<file path="src/rtl/spi_xfer_seq.sv">
// spi_xfer_seq: multi-byte SPI burst sequencer placed in front of spi_ctrl.
// A command (byte count + bit order) opens a burst: chip select is pulled low,
// TX bytes are handed to spi_ctrl one at a time, every received byte is queued
// in the RX FIFO, and select is released after a hold gap.
//
// Ports:
//   clk_i, rst_i            clock, synchronous active-high reset
//   start_i, len_i,
//   msb_lsb_sel_i           command strobe, byte count, bit order (IDLE only)
//   busy_o, done_o          burst in progress / one-cycle end-of-burst pulse
//   tx_data_i/valid_i/ready_o   TX byte stream into the TX FIFO
//   rx_data_o/valid_o/ready_i   RX byte stream out of the RX FIFO
//   spi_*                   connection to spi_ctrl
//   dbg_state               current FSM state (state_t encoding)
//
// Handshakes: a byte moves on a clock edge where valid and ready are both
// high. tx_ready_o depends only on TX FIFO occupancy and rx_valid_o only on
// RX FIFO occupancy, so neither depends combinationally on the partner's
// valid/ready.
module spi_xfer_seq #(
    parameter int BYTE       = 8,
    parameter int FIFO_DEPTH = 4,
    parameter int LEN_W      = 8,
    parameter int CS_SETUP   = 2,
    parameter int CS_HOLD    = 2
) (
    input  logic             clk_i,
    input  logic             rst_i,
    input  logic             start_i,
    input  logic [LEN_W-1:0] len_i,
    input  logic             msb_lsb_sel_i,
    output logic             busy_o,
    output logic             done_o,
    input  logic [BYTE-1:0]  tx_data_i,
    input  logic             tx_valid_i,
    output logic             tx_ready_o,
    output logic [BYTE-1:0]  rx_data_o,
    output logic             rx_valid_o,
    input  logic             rx_ready_i,
    output logic             spi_select_o,
    output logic             spi_msb_lsb_sel_o,
    output logic             spi_exchange_o,
    output logic [BYTE-1:0]  spi_send_data_o,
    input  logic             spi_busy_i,
    input  logic             spi_ready_i,
    input  logic [BYTE-1:0]  spi_recv_data_i,
    output logic [2:0]       dbg_state
);

    localparam int PW   = $clog2(FIFO_DEPTH);
    localparam int CW   = PW + 1;
    localparam int GMAX = (CS_SETUP > CS_HOLD) ? CS_SETUP : CS_HOLD;
    localparam int GW   = $clog2(GMAX + 1);
    localparam logic [CW-1:0] FULL       = CW'(FIFO_DEPTH);
    localparam logic [GW-1:0] SETUP_LAST = GW'(CS_SETUP - 1);
    localparam logic [GW-1:0] HOLD_LAST  = GW'(CS_HOLD - 1);

    typedef enum logic [2:0] {
        S_IDLE, S_SETUP, S_LOAD, S_EXCH, S_WAIT, S_HOLD, S_DONE
    } state_t;

    state_t state_q, state_d;

    // ---------------- TX FIFO ----------------
    logic [BYTE-1:0] tx_mem [FIFO_DEPTH];
    logic [PW-1:0]   tx_wr_q, tx_rd_q;
    logic [CW-1:0]   tx_cnt_q;
    logic            tx_push, tx_pop;

    assign tx_ready_o = (tx_cnt_q != FULL);
    assign tx_push    = tx_valid_i && tx_ready_o;

    always_ff @(posedge clk_i) begin
        if (tx_push) tx_mem[tx_wr_q] <= tx_data_i;
    end

    always_ff @(posedge clk_i) begin
        if (rst_i) begin
            tx_wr_q  <= '0;
            tx_rd_q  <= '0;
            tx_cnt_q <= '0;
        end else begin
            if (tx_push) tx_wr_q <= tx_wr_q + 1'b1;
            if (tx_pop)  tx_rd_q <= tx_rd_q + 1'b1;
            case ({tx_push, tx_pop})
                2'b10:   tx_cnt_q <= tx_cnt_q + 1'b1;
                2'b01:   tx_cnt_q <= tx_cnt_q - 1'b1;
                default: tx_cnt_q <= tx_cnt_q;
            endcase
        end
    end

    // ---------------- RX FIFO ----------------
    logic [BYTE-1:0] rx_mem [FIFO_DEPTH];
    logic [PW-1:0]   rx_wr_q, rx_rd_q;
    logic [CW-1:0]   rx_cnt_q;
    logic            rx_push, rx_pop;

    assign rx_valid_o = (rx_cnt_q != '0);
    assign rx_pop     = rx_ready_i && rx_valid_o;
    assign rx_data_o  = rx_mem[rx_rd_q];

    always_ff @(posedge clk_i) begin
        if (rx_push) rx_mem[rx_wr_q] <= spi_recv_data_i;
    end

    always_ff @(posedge clk_i) begin
        if (rst_i) begin
            rx_wr_q  <= '0;
            rx_rd_q  <= '0;
            rx_cnt_q <= '0;
        end else begin
            if (rx_push) rx_wr_q <= rx_wr_q + 1'b1;
            if (rx_pop)  rx_rd_q <= rx_rd_q + 1'b1;
            case ({rx_push, rx_pop})
                2'b10:   rx_cnt_q <= rx_cnt_q + 1'b1;
                2'b01:   rx_cnt_q <= rx_cnt_q - 1'b1;
                default: rx_cnt_q <= rx_cnt_q;
            endcase
        end
    end

    // ---------------- Sequencer ----------------
    logic [GW-1:0]    gap_q;
    logic [LEN_W-1:0] remain_q;
    logic             msb_q;
    logic [BYTE-1:0]  send_q;
    logic             zero_done_q;
    logic             accept, zero_start;

    always_ff @(posedge clk_i) begin
        if (rst_i) state_q <= S_IDLE;
        else       state_q <= state_d;
    end

    always_comb begin
        state_d    = state_q;
        accept     = 1'b0;
        zero_start = 1'b0;
        tx_pop     = 1'b0;
        rx_push    = 1'b0;
        case (state_q)
            S_IDLE: begin
                if (start_i) begin
                    if (len_i != '0) begin
                        accept  = 1'b1;
                        state_d = S_SETUP;
                    end else begin
                        zero_start = 1'b1;
                    end
                end
            end
            S_SETUP: if (gap_q == SETUP_LAST) state_d = S_LOAD;
            S_LOAD: begin
                // Reserving RX space here is what lets WAIT push unconditionally.
                if ((tx_cnt_q != '0) && (rx_cnt_q != FULL) && !spi_busy_i) begin
                    tx_pop  = 1'b1;
                    state_d = S_EXCH;
                end
            end
            S_EXCH: state_d = S_WAIT;
            S_WAIT: begin
                if (spi_ready_i) begin
                    rx_push = 1'b1;
                    state_d = (remain_q == LEN_W'(1)) ? S_HOLD : S_LOAD;
                end
            end
            S_HOLD: if (gap_q == HOLD_LAST) state_d = S_DONE;
            S_DONE: state_d = S_IDLE;
            default: state_d = S_IDLE;
        endcase
    end

    always_ff @(posedge clk_i) begin
        if (rst_i) begin
            gap_q       <= '0;
            remain_q    <= '0;
            msb_q       <= 1'b0;
            send_q      <= '0;
            zero_done_q <= 1'b0;
        end else begin
            // Gap counter runs only while dwelling in SETUP or HOLD.
            gap_q <= ((state_d == state_q) && ((state_q == S_SETUP) || (state_q == S_HOLD)))
                     ? gap_q + 1'b1 : '0;
            zero_done_q <= zero_start;
            if (accept) begin
                remain_q <= len_i;
                msb_q    <= msb_lsb_sel_i;
            end else if (rx_push) begin
                remain_q <= remain_q - 1'b1;
            end
            if (tx_pop) send_q <= tx_mem[tx_rd_q];
        end
    end

    // Outputs decode the registered state, so they change only on clock edges.
    assign spi_select_o      = !((state_q == S_SETUP) || (state_q == S_LOAD) || (state_q == S_EXCH) ||
                                 (state_q == S_WAIT)  || (state_q == S_HOLD));
    assign busy_o            = (state_q != S_IDLE) && (state_q != S_DONE);
    assign done_o            = (state_q == S_DONE) || zero_done_q;
    assign spi_exchange_o    = (state_q == S_EXCH);
    assign spi_send_data_o   = send_q;
    assign spi_msb_lsb_sel_o = msb_q;
    assign dbg_state         = state_q;

endmodule

</file>
<file path="config.mk">
export PLATFORM = sky130hd
export DESIGN_NAME = spi_xfer_seq
export DESIGN_NICKNAME = d
export VERILOG_FILES = /design/src/rtl/spi_xfer_seq.sv
export SDC_FILE = /design/constraint.sdc
export NUM_CORES = 1
export LEC_CHECK = 0
export CAP_MARGIN = 0
export CORE_ASPECT_RATIO = 1.1
export CORE_UTILIZATION = 49
export DETAILED_ROUTE_END_ITERATION = 12
export PLACE_DENSITY = 0.75
export SLEW_MARGIN = 20
export SYNTH_ARGS = -nofsm -noshare
export SYNTH_HDL_FRONTEND = slang
export SYNTH_SLANG_ARGS = --single-unit
</file>
<file path="constraint.sdc">
create_clock -name clk_i -period 2.8 [get_ports clk_i]
set_input_delay 0.56 -clock clk_i [delete_from_list [all_inputs] [get_ports clk_i]]
set_output_delay 0.56 -clock clk_i [all_outputs]
set_load 0.005 [all_outputs]
</file>
== Word-level counts from Yosys, hierarchy flattened ==
Memories as Yosys holds them, arrays and structs flattened. A register that Yosys moved wholly into a read port is not among the register bits.
Index checks and enable logic that the tools add are counted.

* Bits in registers: 29
* Bits in writable memories: 64
* Input port bits: 32
* Output and inout port bits: 26
* Logic and storage cells: 92
* Memories: 2

{| class="wikitable"
|+ Memories
! memory !! words !! width !! rd ports !! clocked after memory_dff !! write ports !! RTL line !! source
|-
| rx_mem || 4 || 8 || 1 || 1 || 1 || 94 || <nowiki>logic [BYTE-1:0] rx_mem [FIFO_DEPTH];</nowiki>
|-
| tx_mem || 4 || 8 || 1 || 1 || 1 || 65 || <nowiki>logic [BYTE-1:0] tx_mem [FIFO_DEPTH];</nowiki>
|}

* Add/sub/neg operators: 10
* Eq/ne operators: 16
* Mux-type cells: 26
* Bitwise operators: 3
* Reduce and logical (&&, ||, !) cells: 24

{| class="wikitable"
|+ Operator list
! cell !! count
|-
| two-way mux 3 bit || 7
|-
| case mux 3 bit (6 select lines) || 1
|-
| two-way mux 8 bit || 2
|-
| two-way mux 1 bit || 12
|-
| case mux 3 bit (2 select lines) || 2
|-
| adder 2 x 1 -> 2 bit, second input constant || 5
|-
| equality test 3 bit, second input constant || 3
|-
| != test 3 bit, second input constant || 3
|-
| nonzero test 3 bit || 3
|-
| equality test 8 x 1 -> 1 bit, second input constant || 1
|-
| nonzero test 8 bit || 1
|-
| subtractor 8 x 1 -> 8 bit, second input constant || 1
|-
| adder 3 x 1 -> 3 bit, second input constant || 2
|-
| equality test 2 x 1 -> 1 bit, second input constant || 3
|-
| equality test 3 x 2 -> 1 bit, second input constant || 2
|-
| logical AND 1 bit || 6
|-
| logical OR 1 bit || 6
|-
| nonzero test 2 bit || 3
|-
| subtractor 3 x 1 -> 3 bit, second input constant || 2
|-
| equality test 2 bit, second input constant || 2
|-
| two-way mux 2 bit || 2
|-
| equality test 3 x 1 -> 1 bit, second input constant || 1
|-
| equality test 3 bit || 1
|-
| logical NOT 3 bit || 1
|-
| 4 further kinds || 7
|}

== Longest topological paths before layout ==
Gate-level depths: netlist (run 1).

* Depth in word-level cells: 9
* Depth in mapped cells: 10
* Depth with buffers taken out: 9

== Worst setup path after synthesis (run 1) ==
OpenSTA, ideal clock, no wires.

* Path type: in2reg
* Start: in spi_busy_i
* End: reg tx_cnt_q[2]
* Setup time: 0.071 ns
* Arrival time: 2.798 ns
* Required time: 2.729 ns
* Path slack: -0.069 ns
* Stages: 9
* Path buffers: 1
* Path through: or4b_4 -> a311oi_4 -> buf_8 -> ha_1 -> inv_1 -> fa_1 -> xor2_1 -> or3_1 -> a21oi_1

* Cells in the longest elaborated chain, start to end: 6
* Elaborated cells on any way between the ends: 8

{| class="wikitable"
|+ Ends and longest elaborated chain
! item !! RTL line !! source
|-
| from (decl) || 44 || <nowiki>input logic spi_busy_i,</nowiki>
|-
| logical NOT 1 bit * || 156 || <nowiki>if ((tx_cnt_q != '0) && (rx_cnt_q != FULL) && !spi_busy_i) begin</nowiki>
|-
| logical AND 1 bit * || 156 ||
|-
| two-way mux 1 bit * || 156 ||
|-
| two-way mux 1 bit * || 142 || <nowiki>case (state_q)</nowiki>
|-
| named net tx_pop || 68 || <nowiki>logic tx_push, tx_pop;</nowiki>
|-
| equality test 2 x 1 -> 1 bit or equality test 2 bit (tied branches) || 85 || <nowiki>case ({tx_push, tx_pop})</nowiki>
|-
| case mux 3 bit (2 select lines) or nonzero test 2 bit (tied branches) || -- ||
|-
| to (signal assigned) || 86 || <nowiki>2'b10: tx_cnt_q <= tx_cnt_q + 1'b1;</nowiki>
|-
| to (signal assigned) || 87 || <nowiki>2'b01: tx_cnt_q <= tx_cnt_q - 1'b1;</nowiki>
|-
| to (signal assigned) || 88 || <nowiki>default: tx_cnt_q <= tx_cnt_q;</nowiki>
|-
| to (decl) || 67 || <nowiki>logic [CW-1:0] tx_cnt_q;</nowiki>
|}

Mark *: on every way through the listed nets, which the timed path passes. The rest lies on a longest branch.
A chain may end at the register's enable or synchronous reset.

== Final worst setup path (run 1) ==
* Start: in spi_busy_i
* End: reg tx_cnt_q[2]

* Cells in the longest elaborated chain, start to end: 6
* Elaborated cells on any way between the ends: 8

{| class="wikitable"
|+ Ends and longest elaborated chain
! item !! RTL line
|-
| logical NOT 1 bit * || 156
|-
| logical AND 1 bit * || 156
|-
| two-way mux 1 bit * || 156
|-
| two-way mux 1 bit * || 142
|-
| equality test 2 x 1 -> 1 bit or equality test 2 bit (tied branches) || 85
|-
| case mux 3 bit (2 select lines) or nonzero test 2 bit (tied branches) || --
|}

Every way passes the cells marked *; elsewhere a longest branch is shown, timed or not.

==> results of run 1 <==
layer usage:
| layer | global-route usage | vias to the layer above |
|---|---|---|
| li1 | - | 1247 |
| met1 | 0.234 | 1269 |
| met2 | 0.317 | 66 |
| met3 | 0.0356 | 8 |
| met4 | 0.0733 | 0 |
| met5 | 0 | - |
sequential cells by signal, summed over array words and instances, names as in the netlist, named ones only:
register / flops
tx_mem: 32
tx_cnt_q: 3
spi_msb_lsb_sel_o: 1
zero_done_q: 1
remain_q: 8
tx_wr_q: 2
rx_rd_q: 2
rx_mem: 32
rx_cnt_q: 3
tx_rd_q: 2
rx_wr_q: 2
dbg_state: 3
spi_send_data_o: 8
gap_q: 2
where the power goes:
part / total, mW / internal (mW) / switching (mW)
combinational: 0.228 / 0.118 / 0.110
sequential: 1.68 / 1.65 / 0.0242
clock: 0.999 / 0.444 / 0.555
total: 2.90 / 2.22 / 0.690
cells by family after synthesis:
kind of cell,after synthesis
AND/OR/NAND/NOR,81
adder cells (fa/ha/maj),15
buffers and inverters,31
XOR/XNOR,8
multiplexers,26
flip-flops,103
AO/OA/AOI/OAI,39
how the worst max path moves through the flow:
stage | startpoint | end | slack, ns | depth (start not counted)
floorplan | spi_busy_i | tx_cnt_q[2]$_SDFFE_PP0P_ | 0.04 | 9
global placement | spi_busy_i | tx_cnt_q[2]$_SDFFE_PP0P_ | -0.21 | 9
detailed placement | spi_busy_i | tx_cnt_q[2]$_SDFFE_PP0P_ | -0.28 | 9
CTS | flip-flop | rx_data_o[1] | 0.09 | 3
global route | flip-flop | rx_data_o[1] | 0.004 | 3
finish | spi_busy_i | tx_cnt_q[2]$_SDFFE_PP0P_ | 0.09 | 9
cells in the mapped netlist, types with 3 or more instances:
cell type   n
nor2_1     25
edfxtp_1   64
nand2_1    13
nor3_1      5
o21ai_0     3
a22oi_1     5
xnor2_1     3
clkbuf_1    5
a21oi_1    15
nand3_1     7
ha_1       13
and2_1      7
buf_1       3
dfxtp_1    39
inv_1      14
mux2i_1    10
and3_1      5
inv_2       3
xor2_1      5
mux4_2     16
or3_1       5
worst reg2reg max path, stage by stage (launching register included):
cell and delay, ns:
dfxtp_1 0.40, or4b_4 0.54, a311oi_4 0.28, ha_4 0.19
inv_1 0.05, fa_1 0.38, xor2_1 0.16, or3_1 0.31
a21oi_1 0.14
area by class of cell:
class	count	area [sq um]	share of cell area
Sequential cell	103	2700	0.517
Multi-Input combinational cell	169	1460	0.279
Timing Repair Buffer	67	646	0.123
Tap cell	111	139	0.0265
Clock buffer	9	124	0.0237
Clock inverter	7	97.6	0.0187
Inverter	17	63.8	0.0122
metrics by stage:
| stage | util | hold slack [ns] | cell area [sq um] |
|---|---|---|---|
| floorplan | - | 0.407 | 4300 |
| global placement | 0.593 | 0.417 | 5010 |
| detailed placement | 0.593 | 0.441 | 5010 |
| CTS | 0.619 | 0.455 | 5230 |
| global route | 0.619 | 0.474 | 5230 |
| finish | 0.619 | 0.445 | 5230 |
==> results.toml, run 1 <==
[timing]
slew_headroom = 0.556
worstMarginPinSlew_ns = 0.666
fin_tns_setup_ns = 0
min_period_over_period = 0.967
max_freq_ghz = 0.369
timing.final.ws_setup_ns = 0.0930
slew_viol_final = 0
fin_skew_ns = 0.0157
rsz0062_at_grt = "no"
final-setup-viol-count = 0
fin_crit_ns = 2.71
hold_violations = 0

[critical_path]
setup.worst_path.end_class = "flip-flop"
r2r-start = "dbg_state[2]$_SDFF_PP0_"
cpLargestDelayFamily = "simple AND/OR/NAND/NOR gates"
critPathArrivalTime_ns = 3.01
rrSetupSlack_ns = 0.31
cp_max_fo = 2
timing.rr.end = "tx_cnt_q[2]$_SDFFE_PP0P_"
required_ns = 3.11
ff2ff_path_depth = 8
timing.critical_path.buf_inv = 2
crit_chain = "clkdlybuf4s50_1 -> or4b_4 -> a311oi_4 -> ha_4 -> inv_1 -> fa_1 -> xor2_1 -> or3_1 -> a21oi_1"
critPathLaunchType = "input port"
crit_type = "input port to flip-flop"
max_stage_delay_ns = 0.54
slowest_stage = "or4b_4"

[drt]
routed.top_layer = "met4"
first_iter_violations = 115
avgRoutedWirePerCell_um = 15.6
ant_nets = 0
vias = 2590
via_per_inst = 5.36
drt-met1-wl_mm = 3.26
wl_met3_um = 364
drc = 0
dr_wl_met2_mm = 3.80
routed_wl_mm = 7.52
drt_first_pass_iters = 4

[finish]
area_growth_pct = 22.0
fill_cells = 637
final_common_cell = "edfxtp_1"
fin_nets = 414
final_cell_mix = "64 x edfxtp_1, 57 x clkdlybuf4s50_1, 39 x dfxtp_1, 25 x nor2_1, 16 x mux4_2"
diodes = 0
fin_cells = 483
drive_above_1_share = 0.137

[place]
dp_hpwl_mm = 5.23
place_inst = 467
port_buffers = 57
gp_congestion = 0.812
place_ws_ns = -0.277

[yosys]
synth_cell_types = 49
synth_top_family_by_area = "multiplexers"
muxShareOfSynthArea = 0.107
synth_seq_cells = 103
synthCells = 303
syn_area_per_cell_sq_um = 14.2
syn-num-nets = 350
synthAdderAreaFrac = 0.0473
synth_edf_count = 64
ys_seq_area_frac = 0.630
yosysTopAreaCellShare = 0.448
netlist_area_sq_mm = 0.00429
synthSimpleGateAreaFrac = 0.102
synth.area.top_cells = "edfxtp_1 45%, dfxtp_1 18%, mux4_2 8.4%"
synth.largest_area_cell = "edfxtp_1"
synth_compound_area_frac = 0.0633
synth_xor_area_frac = 0.0163
synth-async-reset-ratio = 0
yosys_warnings = 0
synth_ff_type = "edfxtp_1"

[worst_hold_path]
hold_path_end = "gap_q[0]$_SDFF_PP0_"
hold_path_class = "flip-flop to flip-flop"
hold_depth = 1
worstHoldStart = "gap_q[0]$_SDFF_PP0_"

[clock_tree]
clk_path_buf_depth = 2
cts_tree = "yes"
clk_latency_ns = 0.38
htree_levels = 3
root_buffer = "clkbuf_8"
cts-resized-gates = 0
cts_sinks = 103
path_clk_slew_ns = 0.10
post_cts_buffers = 0
cts_buffers = 9
cts_hold_buf = 0

[floorplanning]
die_area_sq_mm = 0.00913
placementRows = 35
core_sq_mm = 0.00845
die_h_um = 100
die_width_um = 91.2
ioPinCount = 58
initial_core_util = 0.507

[global_routing]
grt-ovfl-total = 0
grt_pass1_wl_mm = 12.8
grt_antenna_before_repair = 0
grt_pass1_vias = 2611
grt_use_total = 0.185
grt_max_degree = 39

[outcome]
status = "finished clean"

[pwr]
ir_worst_vdd_mv = 0.475
p_leak_nw = 1.74
power_density_mw_per_mm2 = 555
total_power_mw = 2.90

[run]
cap_violations = 0
Note: power is estimated with default switching activity, not from simulation.
==> run 2, diff against run 1 <==
--- a/config.mk
+++ b/config.mk
@@ -9,7 +9,9 @@
 export CORE_ASPECT_RATIO = 1.1
 export CORE_UTILIZATION = 49
 export DETAILED_ROUTE_END_ITERATION = 12
+export HOLD_SLACK_MARGIN = 0.03
 export PLACE_DENSITY = 0.75
+export SKIP_CTS_REPAIR_TIMING = 1
 export SLEW_MARGIN = 20
 export SYNTH_ARGS = -nofsm -noshare
 export SYNTH_HDL_FRONTEND = slang
==> results of run 2 <==
No change in the layout: final DEF, timing and power equal those of run 1.
==> run 3, diff against run 2 <==
--- a/config.mk
+++ b/config.mk
@@ -7,10 +7,10 @@
 export LEC_CHECK = 0
 export CAP_MARGIN = 0
 export CORE_ASPECT_RATIO = 1.1
-export CORE_UTILIZATION = 49
+export CORE_UTILIZATION = 54
 export DETAILED_ROUTE_END_ITERATION = 12
 export HOLD_SLACK_MARGIN = 0.03
-export PLACE_DENSITY = 0.75
+export PLACE_DENSITY = 0.79
 export SKIP_CTS_REPAIR_TIMING = 1
 export SLEW_MARGIN = 20
 export SYNTH_ARGS = -nofsm -noshare
==> constraint.sdc (replaced) <==
create_clock -name clk_i -period 2.5 [get_ports clk_i]
set_input_delay 0.5 -clock clk_i [delete_from_list [all_inputs] [get_ports clk_i]]
set_output_delay 0.5 -clock clk_i [all_outputs]
set_load 0.005 [all_outputs]
==> run 3 against run 2 <==
Setup slack worse by 0.16 ns; the flow now finishes with violations (setup timing); largest cell class unchanged; design area rose by 1.8%; first-iteration DRC count up 24%; register-to-register slack got worse by 0.18 ns; critical path type unchanged; global-route usage rose by 1.8 points; largest power group unchanged.
==> results.toml, run 3 (same netlist as run 1, synthesis figures left out) <==
[place]
place_inst = 471
place_ws_ns = -0.423
dp_hpwl_mm = 5.28
dpl-instance-area_sq_mm = 0.00510
port_buffers = 57
gp_congestion = 0.803

[pwr]
total_power_mw = 3.25
p_leak_nw = 1.79
ir_worst_vdd_mv = 0.529
power_density_mw_per_mm2 = 610

[finish]
final_common_cell = "edfxtp_1"
area_growth_pct = 24.2
reg_top3 = "rx_mem: 32 flops, tx_mem: 32 flops"
seqCellArea_sq_mm = 0.00270
fill_cells = 524
fin_nets = 424
multi_input_area_sq_mm = 0.00147
final_cell_mix = "64 x edfxtp_1, 57 x clkdlybuf4s50_1, 39 x dfxtp_1, 25 x nor2_1, 18 x buf_4"
final_util = 0.705
final_area_sq_mm = 0.00533
diodes = 0
fin_cells = 487
drive_above_1_share = 0.168

[floorplanning]
die_area_sq_mm = 0.00830
ioPinCount = 58
die_width_um = 87.0
die_h_um = 95.5
initial_core_util = 0.568
core_sq_mm = 0.00756
placementRows = 33

[timing]
worstMarginPinSlew_ns = 0.693
slew_viol_final = 0
fin_skew_ns = 0.00806
fin_tns_setup_ns = -0.0624
min_period_over_period = 1.02
rsz0062_at_grt = "yes"
final-setup-viol-count = 1
hold_violations = 0
timing.final.ws_setup_ns = -0.0624
slew_headroom = 0.537
holdWs_ns = 0.448
max_freq_ghz = 0.390
fin_crit_ns = 2.56

[drt]
routed.top_layer = "met4"
drt_first_pass_iters = 5
vias = 2611
dr_wl_met2_mm = 3.81
ant_nets = 0
drc = 0
avgRoutedWirePerCell_um = 15.4
wl_met3_um = 302
via_per_inst = 5.36
routed_wl_mm = 7.52
first_iter_violations = 143
drt-met1-wl_mm = 3.29

[run]
cap_violations = 0

[global_routing]
grt_use_total = 0.203
grt_pass1_vias = 2704
grt_pass1_wl_mm = 12.4
grt_max_degree = 21
grt_antenna_before_repair = 0
grt-ovfl-total = 0

[clock_tree]
root_buffer = "clkbuf_8"
path_clk_slew_ns = 0.10
cts_sinks = 103
cts_tree = "yes"
cts_buffers = 9
clk_latency_ns = 0.37
htree_levels = 3
clk_path_buf_depth = 2

[critical_path]
cpLargestDelayFamily = "simple AND/OR/NAND/NOR gates"
ff2ff_path_depth = 8
setup.worst_path.end_class = "flip-flop"
max_stage_delay_ns = 0.54
r2r-start = "dbg_state[0]$_SDFF_PP0_"
critPathArrivalTime_ns = 2.87
crit_type = "input port to flip-flop"
critPathLaunchType = "input port"
cp_max_fo = 2
timing.rr.end = "tx_cnt_q[2]$_SDFFE_PP0P_"
required_ns = 2.81
rrSetupSlack_ns = 0.13
slowest_stage = "or4b_4"
crit_chain = "clkdlybuf4s50_1 -> or4b_4 -> a311oi_4 -> ha_4 -> inv_2 -> fa_2 -> xor2_1 -> or3_1 -> a21oi_2"
timing.critical_path.buf_inv = 2

[outcome]
failed_checks = "setup timing"
status = "finished, violations left"

[worst_hold_path]
worstHoldStart = "gap_q[0]$_SDFF_PP0_"
hold_depth = 1
hold_path_class = "flip-flop to flip-flop"
hold_path_end = "gap_q[0]$_SDFF_PP0_"
==> run 3: cell types whose count changed in the layout (fill, tap and decap cells not counted) <==
cell	change
a21oi_1	-1
inv_2	+1
fa_2	+1
inv_1	-1
buf_4	+8
buf_12	+2
clkinv_8	-1
fa_1	-1
inv_8	+1
a21oi_2	+1
==> run 3: final cells by class <==
cell class	instances	share of cell area
clock buffer	9	0.0233
clock inverter	7	0.0174
inverter	17	0.0120
multi-input combinational	169	0.275
sequential	103	0.508
tap	105	0.0247
timing repair buffer	77	0.140
==> run 3: worst max-delay path by stage <==
stage / start / to / slack (ns) / cells after the start
3_3_place_gp: spi_busy_i / tx_cnt_q[2]$_SDFFE_PP0P_ / -0.39 / 9
5_1_grt: spi_busy_i / tx_cnt_q[2]$_SDFFE_PP0P_ / -0.13 / 9
2_1_floorplan: spi_busy_i / tx_cnt_q[2]$_SDFFE_PP0P_ / -0.14 / 9
6_report: spi_busy_i / tx_cnt_q[2]$_SDFFE_PP0P_ / -0.06 / 9
3_5_place_dp: spi_busy_i / tx_cnt_q[2]$_SDFFE_PP0P_ / -0.42 / 9
4_1_cts: spi_busy_i / tx_cnt_q[2]$_SDFFE_PP0P_ / -0.04 / 9
==> run 3: report_power, final <==
part | switching (mW) | internal (mW) | total, mW
Sequential | 0.0273 | 1.85 | 1.88
Clock | 0.613 | 0.496 | 1.11
Combinational | 0.125 | 0.134 | 0.259
==> run 3: per-layer routing <==
| layer | track usage | up-vias |
|---|---|---|
| li1 | - | 1270 |
| met1 | 0.234 | 1266 |
| met2 | 0.358 | 63 |
| met3 | 0.0502 | 12 |
| met4 | 0.0903 | 0 |
| met5 | 0 | - |
